## config.mk

```make
export PLATFORM = sky130hd
export DESIGN_NAME = pc_sequencer
export DESIGN_NICKNAME = d
export VERILOG_FILES = /design/src/rtl/pc_sequencer.sv
export SDC_FILE = /design/constraint.sdc
export NUM_CORES = 1
export LEC_CHECK = 0
export ABC_AREA = 1
export ABC_CLOCK_PERIOD_IN_PS = 3600
export BUFFER_PORTS_ARGS = -buffer_cell sky130_fd_sc_hd__buf_4
export CAP_MARGIN = 20
export CORE_MARGIN = 5
export CORE_UTILIZATION = 45
export DETAILED_ROUTE_END_ITERATION = 8
export PLACE_DENSITY = 0.71
export RECOVER_POWER = 50
export SYNTH_ARGS = -nofsm -noshare
export SYNTH_HDL_FRONTEND = slang
export SYNTH_SLANG_ARGS = --single-unit
```

## constraint.sdc

```tcl
create_clock -name clk -period 3.6 [get_ports clk]
set_input_delay 0.36 -clock clk [delete_from_list [all_inputs] [get_ports clk]]
set_output_delay 0.36 -clock clk [all_outputs]
set_load 0.005 [all_outputs]
```

## src/rtl/pc_sequencer.sv

```systemverilog
// Program-counter sequencer: BOOT/RUN/HALT FSM with branch, jump, jump-register and exception redirects.
// Optional exception-PC capture and exception entry are enabled by defining PC_EPC_EN.
module pc_sequencer #(
    parameter int unsigned  N            = 32,
    parameter int unsigned  STEP         = 4,
    parameter logic [N-1:0] RESET_VECTOR = '0,
    parameter logic [N-1:0] EXC_VECTOR   = N'(32'h8000_0180)
) (
    input  logic         clk,
    input  logic         rst_n,
    input  logic         stall,
    input  logic         branch_en,
    input  logic [15:0]  branch_imm,
    input  logic         jump_en,
    input  logic [25:0]  jump_index,
    input  logic         jr_en,
    input  logic [N-1:0] jr_target,
    input  logic         exc_req,
    input  logic         halt,
    output logic [N-1:0] pc,
    output logic [N-1:0] pc_plus4,
    output logic         fetch_valid,
    output logic         misaligned,
`ifdef PC_EPC_EN
    output logic [N-1:0] epc,
`endif
    output logic [1:0]   state
);

    typedef enum logic [1:0] {
        S_BOOT = 2'b00,
        S_RUN  = 2'b01,
        S_HALT = 2'b10,
        S_BAD  = 2'b11
    } state_t;

    state_t       r_state;
    logic [N-1:0] r_pc;
    logic         r_fetch_valid;
    logic         r_misaligned;
    logic [N-1:0] w_pc_plus4;
    logic [N-1:0] w_branch_target;
    logic [N-1:0] w_jump_target;
    logic [N-1:0] w_redirect_pc;
    logic         w_jr_misaligned;

    assign w_pc_plus4      = r_pc + N'(STEP);
    assign w_branch_target = w_pc_plus4 + {{(N-18){branch_imm[15]}}, branch_imm, 2'b00};
    assign w_jr_misaligned = jr_en && (jr_target[1:0] != 2'b00);

    // With N == 28 the jump target has no upper region bits to inherit.
    generate
        if (N > 28) begin : g_jump_region
            assign w_jump_target = {w_pc_plus4[N-1:28], jump_index, 2'b00};
        end else begin : g_jump_flat
            assign w_jump_target = {jump_index, 2'b00};
        end
    endgenerate

    // NOTE: the default assignment first keeps this block free of inferred latches.
    always_comb begin
        w_redirect_pc = w_pc_plus4;
        if (jr_en)
            w_redirect_pc = jr_target;
        else if (jump_en)
            w_redirect_pc = w_jump_target;
        else if (branch_en)
            w_redirect_pc = w_branch_target;
    end

`ifdef PC_EPC_EN
    logic [N-1:0] r_epc;
`else
    logic w_unused_exc_req;
    assign w_unused_exc_req = exc_req;
`endif

    // NOTE: all state uses non-blocking assignments so every register samples pre-edge values.
    always_ff @(posedge clk or negedge rst_n) begin
        if (!rst_n) begin
            r_state       <= S_BOOT;
            r_pc          <= RESET_VECTOR;
            r_fetch_valid <= 1'b0;
            r_misaligned  <= 1'b0;
`ifdef PC_EPC_EN
            r_epc         <= '0;
`endif
        end else begin
            r_misaligned <= 1'b0;
            case (r_state)
                S_BOOT: begin
                    r_state       <= S_RUN;
                    r_fetch_valid <= 1'b1;
                end
                S_RUN: begin
                    if (halt) begin
                        r_state       <= S_HALT;
                        r_fetch_valid <= 1'b0;
                    end
`ifdef PC_EPC_EN
                    else if (exc_req) begin
                        r_epc <= r_pc;
                        r_pc  <= EXC_VECTOR;
                    end
`endif
                    else if (!stall) begin
                        if (w_jr_misaligned) begin
                            r_misaligned <= 1'b1;
`ifdef PC_EPC_EN
                            r_epc        <= r_pc;
                            r_pc         <= EXC_VECTOR;
`endif
                        end else begin
                            r_pc <= w_redirect_pc;
                        end
                    end
                end
                S_HALT: begin
`ifdef PC_EPC_EN
                    if (exc_req) begin
                        r_state       <= S_RUN;
                        r_fetch_valid <= 1'b1;
                        r_epc         <= r_pc;
                        r_pc          <= EXC_VECTOR;
                    end
`endif
                end
                default: begin
                    r_state       <= S_BOOT;
                    r_fetch_valid <= 1'b0;
                end
            endcase
        end
    end

    assign pc          = r_pc;
    assign pc_plus4    = w_pc_plus4;
    assign fetch_valid = r_fetch_valid;
    assign misaligned  = r_misaligned;
    assign state       = r_state;
`ifdef PC_EPC_EN
    assign epc         = r_epc;
`endif

endmodule
```

After elaboration in Yosys (flattened, before gate mapping)
Cells that the tools add are included.
{ "op_classes": {"eq_ne": 3, "n_addsub": 2, "reduce_logical": 5, "muxes": 11, "n_bitwise": 4} }
{ "op_table": {"columns": ["op", "n"], "rows": [
  ["32-bit two-way mux", 3],
  ["32-bit by 3-bit adder with 32-bit output (second input constant)", 1],
  ["32-bit adder", 1],
  ["2-bit one-hot mux with 3 select lines", 1],
  ["1-bit two-way mux", 5],
  ["1-bit NOT", 4],
  ["4-bit AND reduction", 1],
  ["1-bit one-hot mux with 3 select lines", 1],
  ["2-bit by 1-bit == test with 1-bit output (second input constant)", 1],
  ["2-bit == test (second input constant)", 1],
  ["2-bit logical NOT", 1],
  ["2-bit two-way mux", 1],
  ["2-bit inequality test (second input constant)", 1],
  ["2-bit AND reduction", 1],
  ["2-bit nonzero test", 1],
  ["1-bit logical AND", 1]
]} }
{ "word_totals": {"register_bits": 36, "in_bits": 82, "output_inout_bits": 68, "wordCells": 29} }

Longest topological paths before layout
Gate-level depths: netlist of run 1.
{ "logic_depth": {"depth_word": 6, "mapped_depth": 25, "depth_no_buf": 25} }

Least setup slack after synthesis of run 1
Ideal clock, no wire load.
{ "synth_path": {"kind": "register -> register", "start": "register r_pc[2] (netlist: pc[2])", "end": "register r_pc[26] (netlist: pc[26])", "synth_period_minus_slack_ns": 2.844, "required_time_ns": 3.484, "path_buffers": 0, "stages_incl_launch_ff": 22, "setup_ns": 0.116, "slack_ns": 0.756, "t_arrival_ns": 2.728, "cell_sequence": "dfrtp_1 > ha_1 > inv_1 > nor2_2 > nand2_1 > nor2_1 > nand2_1 > nor2_2 > xnor2_1 > clkinv_1 > ha_1 > nand2_1 > nor3_1 > nand2_1 > nor2_1 > nand2_1 > nand3_1 > nand2_1 > nand3_1 > nand2_1 > nand2_1 > nand2_1"} }
{ "synth_between": {"elab_chain_len": 5} }
{ "synth_rtl": {"columns": ["item", "line_no", "rtl"], "rows": [
  ["start, declared", "38", "logic [N-1:0] r_pc;"],
  ["start signal, assigned", "114", "r_pc <= w_redirect_pc;"],
  ["32-bit by 3-bit adder with 32-bit output", "47", "assign w_pc_plus4 = r_pc + N'(STEP);"],
  ["named net pc_plus4[20]", "21", "output logic [N-1:0] pc_plus4,"],
  ["32-bit adder", "48", "assign w_branch_target = w_pc_plus4 + {{(N-18){branch_imm[15]}}, branch_imm, 2'b00};"],
  ["32-bit two-way mux", "67", "else if (branch_en)"],
  ["32-bit two-way mux", "65", "else if (jump_en)"],
  ["32-bit two-way mux", "63", "if (jr_en)"]
]} }
The timed path passes the listed nets, and every way through them passes these cells.
A chain may end at the register's enable or synchronous reset.

Worst setup path in the final report of run 1
{ "layout_path": {"start": "register r_pc[3] (netlist: pc[3])", "end": "register r_pc[21] (netlist: pc[21])"} }
{ "layout_between": {"elab_chain_len": 5} }
{ "layout_rtl": {"columns": ["item", "line_no"], "rows": [
  ["32-bit by 3-bit adder with 32-bit output (*)", "47"],
  ["32-bit adder", "48"],
  ["32-bit two-way mux (*)", "67"],
  ["32-bit two-way mux (*)", "65"],
  ["32-bit two-way mux (*)", "63"]
]} }
Mark *: on every way between the ends. The rest lies on a longest branch, timed or not.

==> impl_metrics.toml, run 1 <==
[outcome]
status = "complete, but fails checks"
violations = "max-capacitance violations, max-slew violations"

[global_routing]
grt_pass1_vias = 5758
gr-usage-all-layers_pct = 27.16
initial_antenna_violation_count = 0
globalRouteOverflowTotal = 0
grt_start_max_net_pins = 48
grt_first_pass_wirelength_um = 28990

[floorplanning]
fp.dieW_um = 116.3
design.portCount = 150
coreArea_um2 = 10940
fp.dieArea_um2 = 13530
die_h_um = 116.3
start_util_pct = 46.50
std_cell_rows = 38

[layout]
areaGrowthSynthToFinish_pct = 27.49
layout-drive-gt1-share_pct = 17.07
final_design_utilization_pct = 59.28
finalNetCount = 1184
design_area_um2 = 6482
fillcell_total = 1187
antenna_cells_inserted = 0

[clock_tree]
post_cts_sizing_count = 0
clkLatencyLatePin_ns = 0.28
cts_setup_buffers = 0
path_clk_slew_ns = 0.06
hold_buffers = 0
cts_sinks = 35
clk_path_buf_depth = 2
cts_inserted_buffers = 5
cts_tree = "yes"
cts.htree.levels = 2
clock_tree.root_cell = "sky130_fd_sc_hd__clkbuf_16"

[synth]
synth.largest_area_cell = "sky130_fd_sc_hd__nand2_1"
yosys-top-cells-count = "sky130_fd_sc_hd__nand2_1 (333), sky130_fd_sc_hd__inv_1 (138), sky130_fd_sc_hd__nor2_1 (115)"
ys_seq_elements = 35
synth_seq_area_share_pct = 17.22
post-synth-top-area-fraction_pct = 24.58
syn_nets = 1045
synthesis.area_um2 = 5085
yosysUniqueCellTypes = 39
post_synth_main_area_contributors = "sky130_fd_sc_hd__nand2_1 (25%), sky130_fd_sc_hd__dfrtp_1 (17%), sky130_fd_sc_hd__inv_1 (10%), sky130_fd_sc_hd__ha_1 (8.9%), sky130_fd_sc_hd__nor2_1 (8.5%)"
ys_async_sr_fraction_pct = 100.0
synth.yosys.warnings = 0
postSynthAreaPerCell_um2 = 5.491
synthesis.instances = 926
synth_enable_flop_cells = 0
synthFlopType = "sky130_fd_sc_hd__dfrtp_1"
yosysMostFrequentCell = "sky130_fd_sc_hd__nand2_1"

[sta]
post-route-min-period_ns = 3.317
fin_setup_tns_ns = 0
setup_repair_after_global_routing_missed_its_margin = "no"
period_share_pct = 92.14
tightest_slew_ns = 1.880
clock-skew-final_ns = 0.003945
final_max_slew_viol_count = 36
timing.max_slew.rel_slack_pct = -25.32
hold_violations = 0
timing.final.setup_violations = 0
worst_slack_ns = 0.2831
clock.fmax_mhz = 301.5

[routing]
drt-vias-per-instance = 5.133
average_wire_per_cell_in_the_routed_design_um = 15.24
num_vias = 6191
totalWireLength_um = 18380
drt_pre_antenna_iters = 5
drt-initial-drc-count = 564
detail_route.drc_violations = 0
antenna_violating_nets_post_route = 0

[critical_path]
cp_cell_sequence = "ha_1 > inv_1 > nor2_4 > nand2_1 > o21ai_0 > inv_1 > ha_1 > a21oi_1 > o21bai_1 > nand3b_1 > nand2_1 > nand2_1 > nand2_1 > nand3_1 > nand2_1 > nand2_1 > nand2_1"
timing.critical_path.required_ns = 3.82
cp_max_fo = 5
worst_path_most_repeated_cell = "sky130_fd_sc_hd__nand2_1"
setup.worst_path.start_class = "register"
timing.critical_path.slowest_cell_delay_ns = 0.42
crit_type = "register to register"
cp_slowest_cell = "sky130_fd_sc_hd__dfrtp_1"
critical_path.endpoint_type = "register"
arrival_time_of_the_worst_setup_path_ns = 3.54

[power]
leakage_power_nw = 3.751
ir_worst_vdd_mv = 0.5282
total_power_mw = 4.726
power.density_nw_per_um2 = 729.0

[place]
placed_cell_area_um2 = 6321
port_buffers = 148
place_ws_ns = 0.3035
globalplace.congestion = 0.9588
place_hpwl_um = 15310

[run]
maxCapViolCount = 1

[hold_path]
min_path_type = "input pin to register"
==> final cells by class <==
class | count | area [um2] | share of cell area, %
clock buffer | 5 | 125.1 | 1.930
timing repair buffer | 154 | 1149 | 17.72
clock inverter | 3 | 23.77 | 0.3667
multi-input combinational | 729 | 3608 | 55.66
inverter | 140 | 525.5 | 8.107
sequential | 35 | 875.8 | 13.51
tap | 140 | 175.2 | 2.702
==> worst paths after layout <==
kind / startpoint / to / slack [ns] / depth (start not counted)
max: pc[3] / pc[21] / 0.28 / 17
min: halt / state[0] / 0.28 / 2
max reg2reg: pc[3] / pc[21] / 0.28 / 17
min reg2reg: state[1] / state[0] / 0.51 / 1
max in group asynchronous: rst_n / pc[14] / 1.93 / 1
min in group asynchronous: rst_n / pc[29] / 0.59 / 1
==> metal layers <==
layer | vias to the layer above | part of all wire [%] | GRT usage (%)
met1 | 2752 | 47 | 39.16
met3 | 26 | 6.3 | 1.917
li1 | 3198 | - | -
met5 | - | 0 | 0
met2 | 215 | 45 | 44.47
met4 | 0 | 2.0 | 6.187
==> flip-flops by register name, summed over array words and instances, names as in the netlist <==
signal and cells:
state 2, misaligned 1, pc 32
==> critical path: cells and delay by family, from the launching register on <==
kind | cells | cell delay, ns
simple gates | 10 | 1.27
flops | 1 | 0.42
fa+ha+maj | 2 | 0.59
compound gates | 3 | 0.73
buf+inv | 2 | 0.25
==> metrics by stage <==
stage	std cells	hold WS, ns
6_report	1206	0.2752
5_1_grt	1206	0.2848
4_1_cts	1206	0.04619
3_5_place_dp	1198	0.3439
3_3_place_gp	1198	0.3416
2_1_floorplan	926	0.06441
==> layout by cell type (no fill, tap or decap), types with 2 or more instances in the layout <==
master                       instances
sky130_fd_sc_hd__a21o_1              2
sky130_fd_sc_hd__a21oi_1            59
sky130_fd_sc_hd__a22oi_1             2
sky130_fd_sc_hd__a31oi_1             2
sky130_fd_sc_hd__and2_1              4
sky130_fd_sc_hd__buf_4             123
sky130_fd_sc_hd__clkbuf_1            2
sky130_fd_sc_hd__clkbuf_16           5
sky130_fd_sc_hd__clkbuf_4           29
sky130_fd_sc_hd__clkinvlp_4          2
sky130_fd_sc_hd__dfrtp_1            35
sky130_fd_sc_hd__ha_1               34
sky130_fd_sc_hd__ha_2                2
sky130_fd_sc_hd__inv_1             138
sky130_fd_sc_hd__nand2_1           333
sky130_fd_sc_hd__nand2_2             3
sky130_fd_sc_hd__nand2_4             2
sky130_fd_sc_hd__nand3_1            62
sky130_fd_sc_hd__nand3b_1            5
sky130_fd_sc_hd__nand4_1             6
sky130_fd_sc_hd__nor2_1            113
sky130_fd_sc_hd__nor2_2              7
sky130_fd_sc_hd__nor2_4              2
sky130_fd_sc_hd__nor3_1             11
sky130_fd_sc_hd__o211ai_1           11
sky130_fd_sc_hd__o21ai_0            32
sky130_fd_sc_hd__o21ai_1             3
sky130_fd_sc_hd__o21bai_1            8
sky130_fd_sc_hd__o221ai_1            2
sky130_fd_sc_hd__xnor2_1             2
sky130_fd_sc_hd__xor2_1             12
==> logic make-up (layout without fill, tap and decap cells) <==
family / after synthesis / in the layout / share of synthesized area (%)
AO/OA/AOI/OAI: 125 / 125 / 13.85
XOR/XNOR: 15 / 15 / 2.731
adder cells (fa/ha/maj): 37 / 37 / 9.252
buffers and inverters: 162 / 302 / 12.20
flip-flops: 35 / 35 / 17.22
AND/OR/NAND/NOR: 552 / 552 / 44.73
==> power breakdown <==
part | internal (mW) | switching (mW)
logic | 1.37 | 2.07
registers | 0.572 | 0.275
clock network | 0.259 | 0.180
(Power assumes the default switching activity.)
==> inputs of run 2 (changes only) <==
Settings changed: BUFFER_PORTS_ARGS -buffer_cell sky130_fd_sc_hd__buf_4 to default, DONT_BUFFER_PORTS from default to 1, PLACE_DENSITY 0.71 to default.
==> impl_metrics.toml, run 2 (synthesis results as in run 1) <==
[clock_tree]
cts_sinks = 35
cts_inserted_buffers = 5
path_clk_slew_ns = 0.06
clkLatencyLatePin_ns = 0.29
clk_path_buf_depth = 2
cts.htree.levels = 2
clock_tree.root_cell = "sky130_fd_sc_hd__clkbuf_16"
cts_tree = "yes"
cts_setup_buffers = 0

[layout]
final_cells = 1066
areaGrowthSynthToFinish_pct = 8.071
number_of_flip_flops_under_the_largest_register_name = 32
design_area_um2 = 5495
layout-drive-gt1-share_pct = 5.616
highest_count_cells_in_the_layout_ignoring_fill_and_taps = "sky130_fd_sc_hd__nand2_1 (332), sky130_fd_sc_hd__inv_1 (138), sky130_fd_sc_hd__nor2_1 (110)"
final_design_utilization_pct = 50.25
antenna_cells_inserted = 0
layout_commonest_cell = "sky130_fd_sc_hd__nand2_1"
fillcell_total = 1229
finalNetCount = 1044

[global_routing]
initial_antenna_violation_count = 0
grt_pass1_vias = 5383
globalRouteOverflowTotal = 0
grt_start_max_net_pins = 49
gr-usage-all-layers_pct = 27.25
grt_first_pass_wirelength_um = 28460

[hold_path]
min_path_type = "input pin to register"

[sta]
timing.final.setup_violations = 0
period_share_pct = 93.01
worst_slack_ns = 0.2515
clock-skew-final_ns = 0.003530
hold_violations = 0
setup_repair_after_global_routing_missed_its_margin = "yes"
clock.fmax_mhz = 298.6
final_max_slew_viol_count = 36
timing.max_slew.rel_slack_pct = -23.12
post-route-min-period_ns = 3.348
tightest_slew_ns = 1.847

[critical_path]
worst_setup_path_endpoint = "pc[23]"
crit_type = "register to register"
timing.critical_path.required_ns = 3.78
r2r_end = "pc[23]"
arrival_time_of_the_worst_setup_path_ns = 3.53
worst_r2r_path_depth = 19
cp_max_fo = 6
setup.worst_path.start_class = "register"
rr_startpoint = "pc[9]"
r2r_slack_ns = 0.25
critical_path.endpoint_type = "register"
startpoint = "pc[9]"

[place]
port_buffers = 0
placed_cell_area_um2 = 5260
globalplace.congestion = 0.9796
place_ws_ns = 0.2115
place_hpwl_um = 15460
dp_cells = 1056

[power]
total_power_mw = 4.349
total_switching_power_mw = 2.463
power.density_nw_per_um2 = 791.5
ir_worst_vdd_mv = 0.5696
leakage_power_nw = 3.098
share_comb_of_total_power_pct = 67.7
share_seq_of_total_power_pct = 20.3
power_frac_clock_pct = 12.0
switching_share_of_total_power_pct = 56.64
power_report.internal_total_mw = 1.886

[floorplanning]
std_cell_rows = 38
fp.dieArea_um2 = 13530
coreArea_um2 = 10940
start_util_pct = 46.50
fp.dieW_um = 116.3
die_h_um = 116.3
design.portCount = 150

[routing]
num_vias = 5748
totalWireLength_um = 18430
antenna_violating_nets_post_route = 0
detail_route.drc_violations = 0
drt-initial-drc-count = 489
average_wire_per_cell_in_the_routed_design_um = 17.29
drt_pre_antenna_iters = 5
drt-vias-per-instance = 5.392

[outcome]
violations = "max-capacitance violations, max-slew violations"
status = "complete, but fails checks"

[run]
maxCapViolCount = 1
## run 2: cell types whose count changed in the layout (fill, tap and decap cells not counted), sizes merged
cell,previous run,this run
dlygate4sd3,0,1
clkbuf,36,7
buf,123,12
clkinvlp,2,0
bufinv,0,1
## run 2: worst min path at each step
stage,depth (start not counted),endpoint,start,slack [ns]
finish,1,state[0],halt,0.18
global route,1,state[0],halt,0.20
CTS,1,state[0],halt,0.18
detailed placement,0,pc[29],rst_n,0.07
global placement,0,pc[29],rst_n,0.07
floorplan,0,misaligned,rst_n,0.06
## run 2: area by class of cell
| type | instances | area, um2 | share of cell area, % |
|---|---|---|---|
| Multi-Input combinational cell | 729 | 3636 | 66.17 |
| Timing Repair Buffer | 14 | 103.9 | 1.890 |
| Clock inverter | 2 | 38.79 | 0.7058 |
| Clock buffer | 6 | 138.9 | 2.527 |
| Tap cell | 140 | 175.2 | 3.188 |
| Sequential cell | 35 | 877.1 | 15.96 |
| Inverter | 140 | 525.5 | 9.563 |
## run 2: critical path, cell delays in order (launching register included)
cell and delay [ns]:
sky130_fd_sc_hd__dfrtp_1 0.43, sky130_fd_sc_hd__nand2_1 0.09, sky130_fd_sc_hd__nor2_1 0.15, sky130_fd_sc_hd__inv_1 0.14, sky130_fd_sc_hd__nor2_8 0.20, sky130_fd_sc_hd__xor2_1 0.34, sky130_fd_sc_hd__inv_1 0.15, sky130_fd_sc_hd__ha_1 0.38
sky130_fd_sc_hd__nand2_1 0.13, sky130_fd_sc_hd__nor2_1 0.20, sky130_fd_sc_hd__and2_1 0.15, sky130_fd_sc_hd__nand2_1 0.06, sky130_fd_sc_hd__nand2_1 0.22, sky130_fd_sc_hd__nand2_1 0.11, sky130_fd_sc_hd__nand2_1 0.07, sky130_fd_sc_hd__nand2_1 0.04
sky130_fd_sc_hd__nand3_1 0.11, sky130_fd_sc_hd__nand3_1 0.15, sky130_fd_sc_hd__nand2_1 0.09, sky130_fd_sc_hd__nand2_1 0.05
## run 2: metrics by stage
step,hold slack [ns],setup TNS [ns]
2_1_floorplan,0.06441,0
5_1_grt,0.2005,-0.1099
6_report,0.1817,0
3_3_place_gp,0.06543,0
4_1_cts,0.1814,0
3_5_place_dp,0.06547,0
## run 2: repair_timing
item,CTS,global route
setup endpoints to repair,0,14
hold buffers,2,0
resized for setup,0,17
hold endpoints to repair,35,0
## run 2: per-layer routing
layer,track usage [%],wire [um],vias up
li1,-,-,2920
met1,38.86,8383,2590
met2,43.52,8195,208
met3,3.575,1427,30
met4,7.115,427,0
met5,0,0,-
## run 2: power groups by stage
stage               Sequential (mW)  Combinational (mW)  Clock [mW]
detailed placement            0.884                2.84           0
CTS                           0.878                2.87       0.531
global route                  0.920                3.32       0.543
floorplan                     0.804                2.08           0
finish                        0.881                2.95       0.522
global placement              0.879                2.79           0
==> inputs of run 3 (changes only) <==
Settings changed: ABC_AREA 1 to default.
==> impl_metrics.toml, run 3 <==
[outcome]
status = "complete, but fails checks"
violations = "max-capacitance violations, max-slew violations"

[place]
port_buffers = 0
place_hpwl_um = 11390
dp_cells = 698
place_ws_ns = -0.01494
globalplace.congestion = 0.9095
placed_cell_area_um2 = 4751

[clock_tree]
clkLatencyLatePin_ns = 0.29
cts_inserted_buffers = 5
clock_tree.root_cell = "sky130_fd_sc_hd__clkbuf_8"
cts_sinks = 35
path_clk_slew_ns = 0.07
cts_tree = "yes"
clk_path_buf_depth = 2
cts.htree.levels = 2

[floorplanning]
start_util_pct = 45.30
fp.dieW_um = 105.8
std_cell_rows = 35
die_h_um = 105.8
design.portCount = 150
fp.dieArea_um2 = 11190
coreArea_um2 = 9109

[routing]
average_wire_per_cell_in_the_routed_design_um = 20.88
drt-initial-drc-count = 291
detail_route.drc_violations = 0
drt_pre_antenna_iters = 5
totalWireLength_um = 14970
drt-vias-per-instance = 6.163
num_vias = 4419
antenna_violating_nets_post_route = 0

[power]
leakage_power_nw = 2.273
power.density_nw_per_um2 = 859.1
ir_worst_vdd_mv = 0.3888

[synth]
synth.largest_area_cell = "sky130_fd_sc_hd__dfrtp_1"
synth_enable_flop_cells = 0
ys_seq_elements = 35
yosys-top-cells-count = "sky130_fd_sc_hd__nand2_1 (63), sky130_fd_sc_hd__nor2_1 (56), sky130_fd_sc_hd__a21oi_1 (45)"
syn_nets = 651
synth_seq_area_share_pct = 21.22
synth.yosys.warnings = 0
yosysUniqueCellTypes = 61
post_synth_main_area_contributors = "sky130_fd_sc_hd__dfrtp_1 (21%), sky130_fd_sc_hd__ha_1 (11%), sky130_fd_sc_hd__xnor2_1 (5.9%), sky130_fd_sc_hd__nand2_1 (5.7%), sky130_fd_sc_hd__a21oi_1 (5.5%)"
ys_async_sr_fraction_pct = 100.0
postSynthAreaPerCell_um2 = 7.756
synthesis.area_um2 = 4126
synthFlopType = "sky130_fd_sc_hd__dfrtp_1"
yosysMostFrequentCell = "sky130_fd_sc_hd__nand2_1"
synthesis.instances = 532
post-synth-top-area-fraction_pct = 21.22

[layout]
layout_commonest_cell = "sky130_fd_sc_hd__buf_4"
design_area_um2 = 5275
highest_count_cells_in_the_layout_ignoring_fill_and_taps = "sky130_fd_sc_hd__buf_4 (75), sky130_fd_sc_hd__nand2_1 (62), sky130_fd_sc_hd__nor2_1 (52)"
layout-drive-gt1-share_pct = 25.45
finalNetCount = 724
number_of_flip_flops_under_the_largest_register_name = 32
final_design_utilization_pct = 57.91
final_cells = 717
areaGrowthSynthToFinish_pct = 27.84

[global_routing]
initial_antenna_violation_count = 1
globalRouteOverflowTotal = 0
grt_start_max_net_pins = 36
grt_pass1_vias = 4340
grt_first_pass_wirelength_um = 23100
gr-usage-all-layers_pct = 25.68

[sta]
setup_repair_after_global_routing_missed_its_margin = "yes"
period_share_pct = 96.91
worst_slack_ns = 0.1111
hold_violations = 0
final_max_slew_viol_count = 36
fin_setup_tns_ns = 0
timing.final.setup_violations = 0
clock.fmax_mhz = 286.6
clock-skew-final_ns = 0.005732
post-route-min-period_ns = 3.489
tightest_slew_ns = 2.065
timing.max_slew.rel_slack_pct = -37.69

[critical_path]
r2r_end = "pc[28]"
timing.critical_path.slowest_cell_delay_ns = 0.41
cp_num_cells = 16
timing.critical_path.required_ns = 3.78
worst_path_dominant_cell_family = "compound AO/OA/AOI/OAI gates"
crit_type = "register to register"
rr_startpoint = "pc[2]"
startpoint = "pc[2]"
cp_slowest_cell = "sky130_fd_sc_hd__dfrtp_1"
cp_max_fo = 4
r2r_slack_ns = 0.11
cp_cell_sequence = "ha_2 > and4_4 > nand4_1 > nor2_2 > buf_6 > nand3_4 > xnor2_4 > ha_4 > buf_6 > a21o_1 > a21oi_2 > o21ai_1 > o21a_1 > o41ai_2 > mux2i_1 > o21ai_1"
worst_r2r_path_depth = 16
arrival_time_of_the_worst_setup_path_ns = 3.66
worst_setup_path_endpoint = "pc[28]"
critical_path.endpoint_type = "register"
worst-path-buf-inv = 2
setup.worst_path.start_class = "register"

[hold_path]
min_path_type = "input pin to register"

[run]
maxCapViolCount = 1
## run 3: cell types whose count changed after synthesis, sizes merged, moves of 7 or more
| cell | before | now |
|---|---|---|
| a21oi | 60 | 47 |
| xor2 | 12 | 23 |
| nand2 | 338 | 63 |
| and3 | 0 | 14 |
| a31oi | 2 | 9 |
| xnor2 | 3 | 28 |
| nand3 | 62 | 22 |
| a21o | 2 | 12 |
| mux2i | 0 | 9 |
| o21a | 1 | 10 |
| inv | 139 | 11 |
| a211oi | 0 | 9 |
| nor2 | 123 | 56 |
## run 3: final cells by class
type                            instances  area (um2)
Antenna cell                            1       2.502
Clock buffer                            6       82.58
Clock inverter                          1       5.005
Fill cell                             856        3834
Inverter                               12       47.55
Multi-Input combinational cell        463        3482
Sequential cell                        35       875.8
Tap cell                              111       138.9
Timing Repair Buffer                   88       640.6
## run 3: worst min-delay path by stage
| stage | startpoint | to | slack, ns | depth (start not counted) |
|---|---|---|---|---|
| 6_report | halt | state[0] | 0.16 | 1 |
| 5_1_grt | halt | state[0] | 0.15 | 1 |
| 4_1_cts | halt | state[0] | 0.15 | 1 |
| 3_5_place_dp | rst_n | pc[30] | 0.07 | 0 |
| 3_3_place_gp | rst_n | pc[29] | 0.07 | 0 |
| 2_1_floorplan | rst_n | misaligned | 0.06 | 0 |
## run 3: cell families (layout without fill, tap and decap cells)
family | Yosys count | after routing | synth area share [%]
AO/OA/AOI/OAI | 173 | 173 | 28.84
XOR/XNOR | 51 | 51 | 10.82
adder cells (fa/ha/maj) | 37 | 37 | 11.40
buffers and inverters | 34 | 107 | 3.396
flip-flops | 35 | 35 | 21.22
multiplexers | 9 | 9 | 2.183
other | 0 | 1 | 0
AND/OR/NAND/NOR | 193 | 193 | 22.13
## run 3: where the power goes
group          switching (mW)  internal, mW  leakage (nW)
Clock                   0.143         0.150        0.0471
Sequential              0.235         0.570         0.423
Combinational            1.81          1.63          1.80
Total                    2.18          2.35          2.27
## run 3: per-layer routing
| metal | global-route usage (%) | up-vias | part of all wire (%) |
|---|---|---|---|
| li1 | - | 2115 | - |
| met1 | 32.80 | 2067 | 40 |
| met2 | 42.35 | 214 | 47 |
| met5 | 0 | - | 0 |
| met3 | 8.022 | 23 | 11 |
| met4 | 6.013 | 0 | 1.8 |
## run 3: timing repair
| item | CTS | global route |
|---|---|---|
| hold buffers | 2 | 0 |
| gates resized for setup | 3 | 70 |
| buffers inserted | 0 | 9 |
| setup endpoints to repair | 1 | 8 |
| hold endpoints to repair | 35 | 0 |
| pin swaps | 1 | 35 |
## run 3: metrics by stage
step / hold WS [ns] / power, mW
floorplan: 0.06441 / 2.779
global placement: 0.06550 / 3.792
detailed placement: 0.06544 / 3.830
CTS: 0.1543 / 4.170
global route: 0.1540 / 4.924
finish: 0.1584 / 4.532
